## src/rtl/riscv_multicycle_ctrl.sv

```systemverilog
// ---------------------------------------------------------------------------
// riscv_multicycle_ctrl
//    Multi-cycle control unit for the RV32I core. Steps each instruction
//    through a shared memory and a single ALU. It drives the datapath
//    muxes and enables, the retire pulse and a sticky fault flag.
//
// Ports:
//    clk, rst           clock, synchronous active-high reset
//    opcode, funct3,    instruction fields from the instruction register
//    funct7b5
//    zero               ALU zero flag (branch resolution)
//    mem_ready          memory completes the current access this cycle
//    PCWrite, AdrSrc,   datapath enables and mux selects
//    MemWrite, IRWrite,
//    RegWrite, ResultSrc,
//    ALUSrcA, ALUSrcB,
//    ImmSrc, ALUControl
//    retire             one-cycle pulse on the last cycle of an instruction
//    fault              illegal instruction or memory timeout (absorbing)
//    state_o            current state, for debug
// ---------------------------------------------------------------------------
module riscv_multicycle_ctrl #(
   parameter int unsigned ALU_CTRL_W = 3,
   parameter bit          BNE_EN     = 1'b1,
   parameter int unsigned WAIT_MAX   = 15,
   parameter int unsigned WAIT_CNT_W = 4
) (
   input  logic                  clk,
   input  logic                  rst,
   input  logic [6:0]            opcode,
   input  logic [2:0]            funct3,
   input  logic                  funct7b5,
   input  logic                  zero,
   input  logic                  mem_ready,
   output logic                  PCWrite,
   output logic                  AdrSrc,
   output logic                  MemWrite,
   output logic                  IRWrite,
   output logic                  RegWrite,
   output logic [1:0]            ResultSrc,
   output logic [1:0]            ALUSrcA,
   output logic [1:0]            ALUSrcB,
   output logic [1:0]            ImmSrc,
   output logic [ALU_CTRL_W-1:0] ALUControl,
   output logic                  retire,
   output logic                  fault,
   output logic [3:0]            state_o
);

   typedef enum logic [3:0] {
      S_FETCH    = 4'd0,
      S_DECODE   = 4'd1,
      S_MEMADR   = 4'd2,
      S_MEMREAD  = 4'd3,
      S_MEMWB    = 4'd4,
      S_MEMWRITE = 4'd5,
      S_EXECR    = 4'd6,
      S_EXECI    = 4'd7,
      S_ALUWB    = 4'd8,
      S_BRANCH   = 4'd9,
      S_JAL      = 4'd10,
      S_FAULT    = 4'd11
   } state_t;

   typedef enum logic [1:0] {
      ALUOP_ADD   = 2'b00,
      ALUOP_SUB   = 2'b01,
      ALUOP_FUNCT = 2'b10
   } aluop_t;

   state_t                  state, state_n;
   logic [WAIT_CNT_W-1:0]   wait_cnt, wait_cnt_n;
   logic                    mem_state;
   logic                    timeout;
   aluop_t                  aluop;

   logic                    pcw_c, adr_c, mw_c, irw_c, rw_c, ret_c, flt_c;
   logic [1:0]              rs_c, sa_c, sb_c, imm_c;
   logic [ALU_CTRL_W-1:0]   alu_c;

   // ---------------------------------------------------------------------
   // State and wait-counter registers
   // ---------------------------------------------------------------------
   always_ff @(posedge clk) begin
      if (rst) begin
         state    <= S_FETCH;
         wait_cnt <= '0;
      end else begin
         state    <= state_n;
         wait_cnt <= wait_cnt_n;
      end
   end

   // ---------------------------------------------------------------------
   // Memory wait tracking. The counter restarts whenever the state changes,
   // so every entry into a memory state begins from zero. Timeout fires on
   // the WAIT_MAX-th consecutive not-ready cycle of one access.
   // ---------------------------------------------------------------------
   always_comb begin
      mem_state = (state == S_FETCH) || (state == S_MEMREAD) ||
                  (state == S_MEMWRITE);
      timeout   = mem_state && !mem_ready &&
                  (wait_cnt == WAIT_CNT_W'(WAIT_MAX - 1));
   end

   always_comb begin
      wait_cnt_n = wait_cnt;
      if (state_n != state) begin
         wait_cnt_n = '0;
      end else if (mem_state && !mem_ready) begin
         wait_cnt_n = wait_cnt + 1'b1;
      end
   end

   // ---------------------------------------------------------------------
   // Next state and per-state controls
   // ---------------------------------------------------------------------
   always_comb begin
      state_n = state;
      pcw_c   = 1'b0;
      adr_c   = 1'b0;
      mw_c    = 1'b0;
      irw_c   = 1'b0;
      rw_c    = 1'b0;
      ret_c   = 1'b0;
      flt_c   = 1'b0;
      rs_c    = 2'b00;
      sa_c    = 2'b00;
      sb_c    = 2'b00;
      aluop   = ALUOP_ADD;

      case (state)
         S_FETCH: begin
            sa_c  = 2'b00;
            sb_c  = 2'b10;
            rs_c  = 2'b10;
            irw_c = mem_ready;
            pcw_c = mem_ready;
            if (mem_ready) begin
               state_n = S_DECODE;
            end else if (timeout) begin
               state_n = S_FAULT;
            end
         end

         S_DECODE: begin
            sa_c = 2'b01;
            sb_c = 2'b01;
            case (opcode)
               7'b0000011,
               7'b0100011: state_n = S_MEMADR;
               7'b0110011: state_n = S_EXECR;
               7'b0010011: state_n = S_EXECI;
               7'b1100011: state_n = S_BRANCH;
               7'b1101111: state_n = S_JAL;
               default:    state_n = S_FAULT;
            endcase
         end

         S_MEMADR: begin
            sa_c    = 2'b10;
            sb_c    = 2'b01;
            state_n = opcode[5] ? S_MEMWRITE : S_MEMREAD;
         end

         S_MEMREAD: begin
            adr_c = 1'b1;
            if (mem_ready) begin
               state_n = S_MEMWB;
            end else if (timeout) begin
               state_n = S_FAULT;
            end
         end

         S_MEMWB: begin
            rs_c    = 2'b01;
            rw_c    = 1'b1;
            ret_c   = 1'b1;
            state_n = S_FETCH;
         end

         S_MEMWRITE: begin
            adr_c = 1'b1;
            // Drop the strobe on the timeout cycle so a stalled store is
            // not left asserted as the unit enters FAULT.
            mw_c  = !timeout;
            if (mem_ready) begin
               ret_c   = 1'b1;
               state_n = S_FETCH;
            end else if (timeout) begin
               state_n = S_FAULT;
            end
         end

         S_EXECR: begin
            sa_c    = 2'b10;
            sb_c    = 2'b00;
            aluop   = ALUOP_FUNCT;
            state_n = S_ALUWB;
         end

         S_EXECI: begin
            sa_c    = 2'b10;
            sb_c    = 2'b01;
            aluop   = ALUOP_FUNCT;
            state_n = S_ALUWB;
         end

         S_ALUWB: begin
            rs_c    = 2'b00;
            rw_c    = 1'b1;
            ret_c   = 1'b1;
            state_n = S_FETCH;
         end

         S_BRANCH: begin
            sa_c  = 2'b10;
            sb_c  = 2'b00;
            rs_c  = 2'b00;
            aluop = ALUOP_SUB;
            if (funct3 == 3'b000) begin
               pcw_c   = zero;
               ret_c   = 1'b1;
               state_n = S_FETCH;
            end else if ((funct3 == 3'b001) && BNE_EN) begin
               pcw_c   = !zero;
               ret_c   = 1'b1;
               state_n = S_FETCH;
            end else begin
               state_n = S_FAULT;
            end
         end

         S_JAL: begin
            sa_c    = 2'b01;
            sb_c    = 2'b10;
            rs_c    = 2'b00;
            pcw_c   = 1'b1;
            state_n = S_ALUWB;
         end

         S_FAULT: begin
            flt_c = 1'b1;
         end

         default: begin
            state_n = S_FAULT;
         end
      endcase
   end

   // ---------------------------------------------------------------------
   // ALU control: fixed add/sub, or funct decode for R/I-type execute
   // ---------------------------------------------------------------------
   always_comb begin
      alu_c = ALU_CTRL_W'(3'b000);
      case (aluop)
         ALUOP_SUB: alu_c = ALU_CTRL_W'(3'b001);
         ALUOP_FUNCT: begin
            case (funct3)
               3'b000:  alu_c = (opcode[5] && funct7b5) ? ALU_CTRL_W'(3'b001)
                                                        : ALU_CTRL_W'(3'b000);
               3'b010:  alu_c = ALU_CTRL_W'(3'b101);
               3'b110:  alu_c = ALU_CTRL_W'(3'b011);
               3'b111:  alu_c = ALU_CTRL_W'(3'b010);
               default: alu_c = ALU_CTRL_W'(3'b000);
            endcase
         end
         default: alu_c = ALU_CTRL_W'(3'b000);
      endcase
   end

   // Immediate format follows the opcode alone, independent of state.
   always_comb begin
      case (opcode)
         7'b0100011: imm_c = 2'b01;
         7'b1100011: imm_c = 2'b10;
         7'b1101111: imm_c = 2'b11;
         default:    imm_c = 2'b00;
      endcase
   end

   // ---------------------------------------------------------------------
   // Outputs are forced low while reset is held, so an access interrupted
   // by reset never sees a further strobe.
   // ---------------------------------------------------------------------
   always_comb begin
      PCWrite    = pcw_c & ~rst;
      AdrSrc     = adr_c & ~rst;
      MemWrite   = mw_c  & ~rst;
      IRWrite    = irw_c & ~rst;
      RegWrite   = rw_c  & ~rst;
      retire     = ret_c & ~rst;
      fault      = flt_c & ~rst;
      ResultSrc  = rst ? '0 : rs_c;
      ALUSrcA    = rst ? '0 : sa_c;
      ALUSrcB    = rst ? '0 : sb_c;
      ImmSrc     = rst ? '0 : imm_c;
      ALUControl = rst ? '0 : alu_c;
      state_o    = rst ? '0 : state;
   end

endmodule

```

## config.mk

```make
export PLATFORM = sky130hd
export DESIGN_NAME = riscv_multicycle_ctrl
export DESIGN_NICKNAME = d
export VERILOG_FILES = /design/src/rtl/riscv_multicycle_ctrl.sv
export SDC_FILE = /design/constraint.sdc
export NUM_CORES = 1
export LEC_CHECK = 0
export CORE_UTILIZATION = 40
export CTS_CLUSTER_SIZE = 20
export DETAILED_ROUTE_END_ITERATION = 16
export PLACE_DENSITY_LB_ADDON = 0.25
export RECOVER_POWER = 50
export SLEW_MARGIN = 15
export SYNTH_ARGS = -nofsm -noshare
export SYNTH_HDL_FRONTEND = slang
export SYNTH_SLANG_ARGS = --single-unit
```

## constraint.sdc

```tcl
create_clock -name clk -period 2.5 [get_ports clk]
set_input_delay 0.375 -clock clk [delete_from_list [all_inputs] [get_ports clk]]
set_output_delay 0.375 -clock clk [all_outputs]
set_load 0.01 [all_outputs]
```

# == After elaboration in Yosys (flattened, before gate mapping) ==
# Index checks and enable logic that the tools add are counted.
# totals
register_bits,8
latch_bits,0
ramBits,0
mem_bits_ro,0
inputBits,15
output_inout_bits,22
n_memories,0
# classes
addsub,1
mul,0
n_div,0
order_cmp,0
n_eq_ne,25
n_shift,0
n_mux,35
bitwise_logic,8
n_reduce_logical,20
# op_table
cell,count
$pmux W4 S9,1
$mux W4,7
$eq A4 B4 Y1 const B,5
$pmux W4 S5,1
$eq A4 B3 Y1 const B,4
$pmux W2 S2,4
$eq A7 B6 Y1 const B,2
$eq A7 B7 Y1 const B,2
$reduce_or A2 Y1,7
$pmux W3 S4,1
$mux W1,11
$eq A4 B2 Y1 const B,2
$mux W2,4
$and A1 B1 Y1,7
$eq A7 B2 Y1 const B,1
$eq A7 B5 Y1 const B,1
$eq A3 B3 Y1 const B,2
$mux W3,2
$pmux W1 S3,2
$pmux W2 S3,1
$pmux W3 S2,1
$reduce_or A3 Y1,2
$add A4 B1 Y4 const B,1
$eq A4 B1 Y1 const B,1
other kinds (12),17

# == Depth between registers and ports, before layout ==
# Gate-level depths: netlist (run 1).
# logic_depth
depth_word,10
mapped_depth,9
depth_no_buf,8

# == Worst setup path after synthesis (run 1) ==
# Ideal clock, no wire load.
# synth_path
kind,reg2out
start,register state[2]
end,output ALUControl[2]
t_arrival_ns,1.917
t_required_ns,2.125
setup_slack_ns,0.208
stages_incl_launch_ff,8
path_buffers,2
path_cell_list,dfxtp_1 > buf_2 > buf_2 > nand2b_1 > or2_2 > inv_2 > ha_1 > nor4_1
# synth_between
elab_chain_len,6
# synth_rtl
item,line_no,source
from (decl),71,"state_t state, state_n;"
from (signal assigned),89,state <= state_n;
$eq A4 B3 Y1,132,case (state)
$reduce_or A2 Y1 (no source line),-,
$pmux W2 S2 (*),132,
$eq A2 B2 Y1 / $eq A2 B1 Y1 (equally long branches),257,case (aluop)
$pmux W3 S2 (*),257,
$mux W3 (*),299,ALUControl = rst ? '0 : alu_c;
to (decl),44,"output logic [ALU_CTRL_W-1:0] ALUControl,"
# Every way passes the cells marked *; elsewhere a longest branch is shown, timed or not.

# == Worst setup path in the final report (run 1) ==
# layout_path
start,input rst
end,output IRWrite
# layout_between
elab_chain_len,2
# layout_rtl
item,line_no,source
from (decl),29,"input logic rst,"
$not A1 Y1,291,IRWrite = irw_c & ~rst;
$and A1 B1 Y1,291,
to (decl),38,"output logic IRWrite,"
# No other way between the ends.

==> impl_metrics.tcl, run 1 <==
set metrics [dict create \
    die_width_microns 55.6 \
    relSlewSlack_pct 54.8 \
    finalInstanceArea_sq_um 1630 \
    clk_latency_ps 250 \
    clock_skew_ps 2.62 \
    synth_cell_types 49 \
    setup-violations-final 0 \
    cts_root_buf "clkbuf_4" \
    ff2ff_setup_slack_ps 180 \
    core_area_sq_um 2730 \
    final-hold-violation-count 0 \
    placed_cell_area_sq_um 1620 \
    netlist_top_cells_area "dfxtp_1 (14%), nor2_1 (6.5%), nor3_1 (6.1%)" \
    overflow 0 \
    dieArea_sq_um 3090 \
    initial_core_util_pct 42.0 \
    synth_seq_area_share_pct 13.9 \
    post_cts.repair.setup_buffers 0 \
    gp_congestion 0.877 \
    drtIter0Drc 32 \
    finalCritPeriodShare_pct 95.3 \
    dp_hpwl_mm 2.67 \
    syn2layout_area_growth_pct 42.2 \
    drtPass1Iterations 4 \
    synth_warnings 0 \
    antenna_found_initial 0 \
    synth_common_cells "nor2_1 (20), nor3_1 (14), a21oi_1 (8), dfxtp_1 (8)" \
    outcome "finished, final reports clean" \
    vdd_ir_drop_max_uv 610 \
    num_vias 1301 \
    grt_max_degree 21 \
    wl_mm 3.38 \
    syn_avg_cell_area_sq_um 7.41 \
    cts.htree.levels 1 \
    hold_ws_ps 543 \
    grt_pass1_wl_mm 5.61 \
    placementRows 19 \
    wl_per_cell_microns 14.6 \
    critical_path_class "in2out" \
    path_clk_slew_ps 50 \
    cts_buffers 3 \
    path_cells "clkdlybuf4s50_1 -> or2_4 -> nor3_2 -> and2_1 -> clkdlybuf4s50_1" \
    cap_violations 0 \
    seq_area_sq_um 161 \
    synth-edff-count 0 \
    hold_path.class "reg2reg" \
    ys_async_sr_fraction_pct 0 \
    leakagePower_nw 0.643 \
    die_y_microns 55.6 \
    yosysMostFrequentCell "nor2_1" \
    syn_nets 174 \
    cts_tree "built" \
    grt_pass1_vias 1223 \
    rsz0062_at_grt "no" \
    ant_nets 0 \
    report.final.slew_viol_count 0 \
    ys_ff_latch 8 \
    synth_flop_cell "dfxtp_1" \
    worst_slew_pin_slew_ps 669 \
    antenna_cells 0 \
    cts.sink_count 8 \
    synth_top_area_share_pct 13.9 \
    grt_use_total_pct 22.3 \
    critPathArrivalTime_ps 2010 \
    io_buffers 36 \
    fillers 255 \
    crit_slowest_cell "clkdlybuf4s50_1" \
    layout.nets 222 \
    critPathMaxFanout 4 \
    drive_above_1_share_pct 20.4 \
    io_pins 37 \
    min_period_ps 2380 \
    cts.path.max_buffers 2 \
    synth_cells 155 \
    multi_input_area_sq_um 898 \
    cp_common_cell "clkdlybuf4s50_1" \
    synth_area_sq_um 1150 \
    max_stage_delay_ps 560 \
    synth_top_area_cell "dfxtp_1" \
    cp.required_ps 2120 \
    vias_per_cell 5.61 \
    drc 0 \
    start_kind "primary input" \
    end_kind "output port" \
    max_freq_mhz 420 \
    power-per-cell-area_nw_per_um2 806 \
]
cell families after synthesis:
kind of cell / count (synthesis) / synth area share, %
flops: 8 / 13.9
compound gates: 30 / 21.4
mux: 2 / 2.83
simple gates: 83 / 41.9
xor+xnor: 8 / 6.10
fa+ha+maj: 5 / 5.23
buf+inv: 19 / 8.61
cells in the final DEF, fill, tap and decap left out, drive strengths merged, types with 2 or more instances in the layout:
cell type and count:
nor3 14, xor2 3, nor4b 3, clkdlybuf4s50 27, dlygate4sd2 2, mux2i 2
nor2 21, dlygate4sd3 3, nand2b 7, a21o 2, a21oi 8, inv 7
and2 4, o21ai 2, nor4 4, dfxtp 8, xnor2 5, or2 5
a211oi 5, nand3 4, a31oi 2, nor3b 3, nor2b 6, ha 4
nand3b 3, nand2 7, clkbuf 7, buf 18
per-stage QoR:
| step | instances | worst slack [ps] | util (%) | power, W | setup TNS (ps) |
|---|---|---|---|---|---|
| 5_1_grt | 232 | 12.3 | 59.7 | 0.00142 | 0 |
| 4_1_cts | 232 | 2.64 | 60.3 | 0.00131 | 0 |
| 3_3_place_gp | 229 | 34.9 | 59.2 | 0.00117 | 0 |
| 6_report | 232 | 118 | 59.7 | 0.00132 | 0 |
| 3_5_place_dp | 229 | -15.8 | 59.2 | 0.00120 | -15.8 |
| 2_1_floorplan | 155 | 208 | - | 0.000898 | 0 |
final timing paths:
path / cells past startpoint / endpoint / startpoint
setup / recovery: 5 / IRWrite / rst
hold / removal: 2 / wait_cnt[3] / wait_cnt[3]
setup reg to reg: 8 / wait_cnt[1] / state[3]
hold reg to reg: 2 / wait_cnt[3] / wait_cnt[3]
layout make-up:
class                      count  area share, %
sequential                     8           9.89
timing repair buffer          55           29.7
clock buffer                   3           1.38
tap                           31           2.38
multi-input combinational    128           55.0
inverter                       7           1.61
critical path, delay by kind of cell:
family,cells,cell delay (ps)
buffers and inverters,2,1020
and+or+nand+nor,3,610
power by group:
group | switching [W] | internal [W] | total (W)
combinational | 0.000549 | 0.000486 | 0.00103
clock | 0.0000423 | 0.0000548 | 0.0000971
sequential | 0.0000277 | 0.000157 | 0.000185
what timing repair did:
action,CTS,global route
hold buffers,0,0
pin swaps,0,0
resized for setup,5,10
endpoints found under the hold margin,0,0
endpoints found under the setup margin,5,6
flip-flops by register name, indices dropped and copies added, names as in the netlist:
name,count
wait_cnt,4
state,4
per-layer routing:
layer	track usage, %	up-vias	share of wire [%]
li1	-	649	-
met2	38.0	30	49
met3	4.19	2	3.4
met4	2.50	0	0.56
met5	0	-	0
met1	30.2	620	47
(Power assumes the default switching activity.)
==> run 2: changes to the inputs <==
--- a/config.mk
+++ b/config.mk
@@ -10,7 +10,6 @@
 export DETAILED_ROUTE_END_ITERATION = 16
 export PLACE_DENSITY_LB_ADDON = 0.25
 export RECOVER_POWER = 50
-export SLEW_MARGIN = 15
 export SYNTH_ARGS = -nofsm -noshare
 export SYNTH_HDL_FRONTEND = slang
 export SYNTH_SLANG_ARGS = --single-unit
==> results of run 2 <==
Same layout as run 1: the final DEF is identical, and so are final timing and power.
==> run 3: changes to the inputs <==
--- a/config.mk
+++ b/config.mk
@@ -10,6 +10,7 @@
 export DETAILED_ROUTE_END_ITERATION = 16
 export PLACE_DENSITY_LB_ADDON = 0.25
 export RECOVER_POWER = 50
+export SLEW_MARGIN = 20
 export SYNTH_ARGS = -nofsm -noshare
 export SYNTH_HDL_FRONTEND = slang
 export SYNTH_SLANG_ARGS = --single-unit
==> results of run 3 <==
Same layout as run 1: the final DEF is identical, and so are final timing and power.
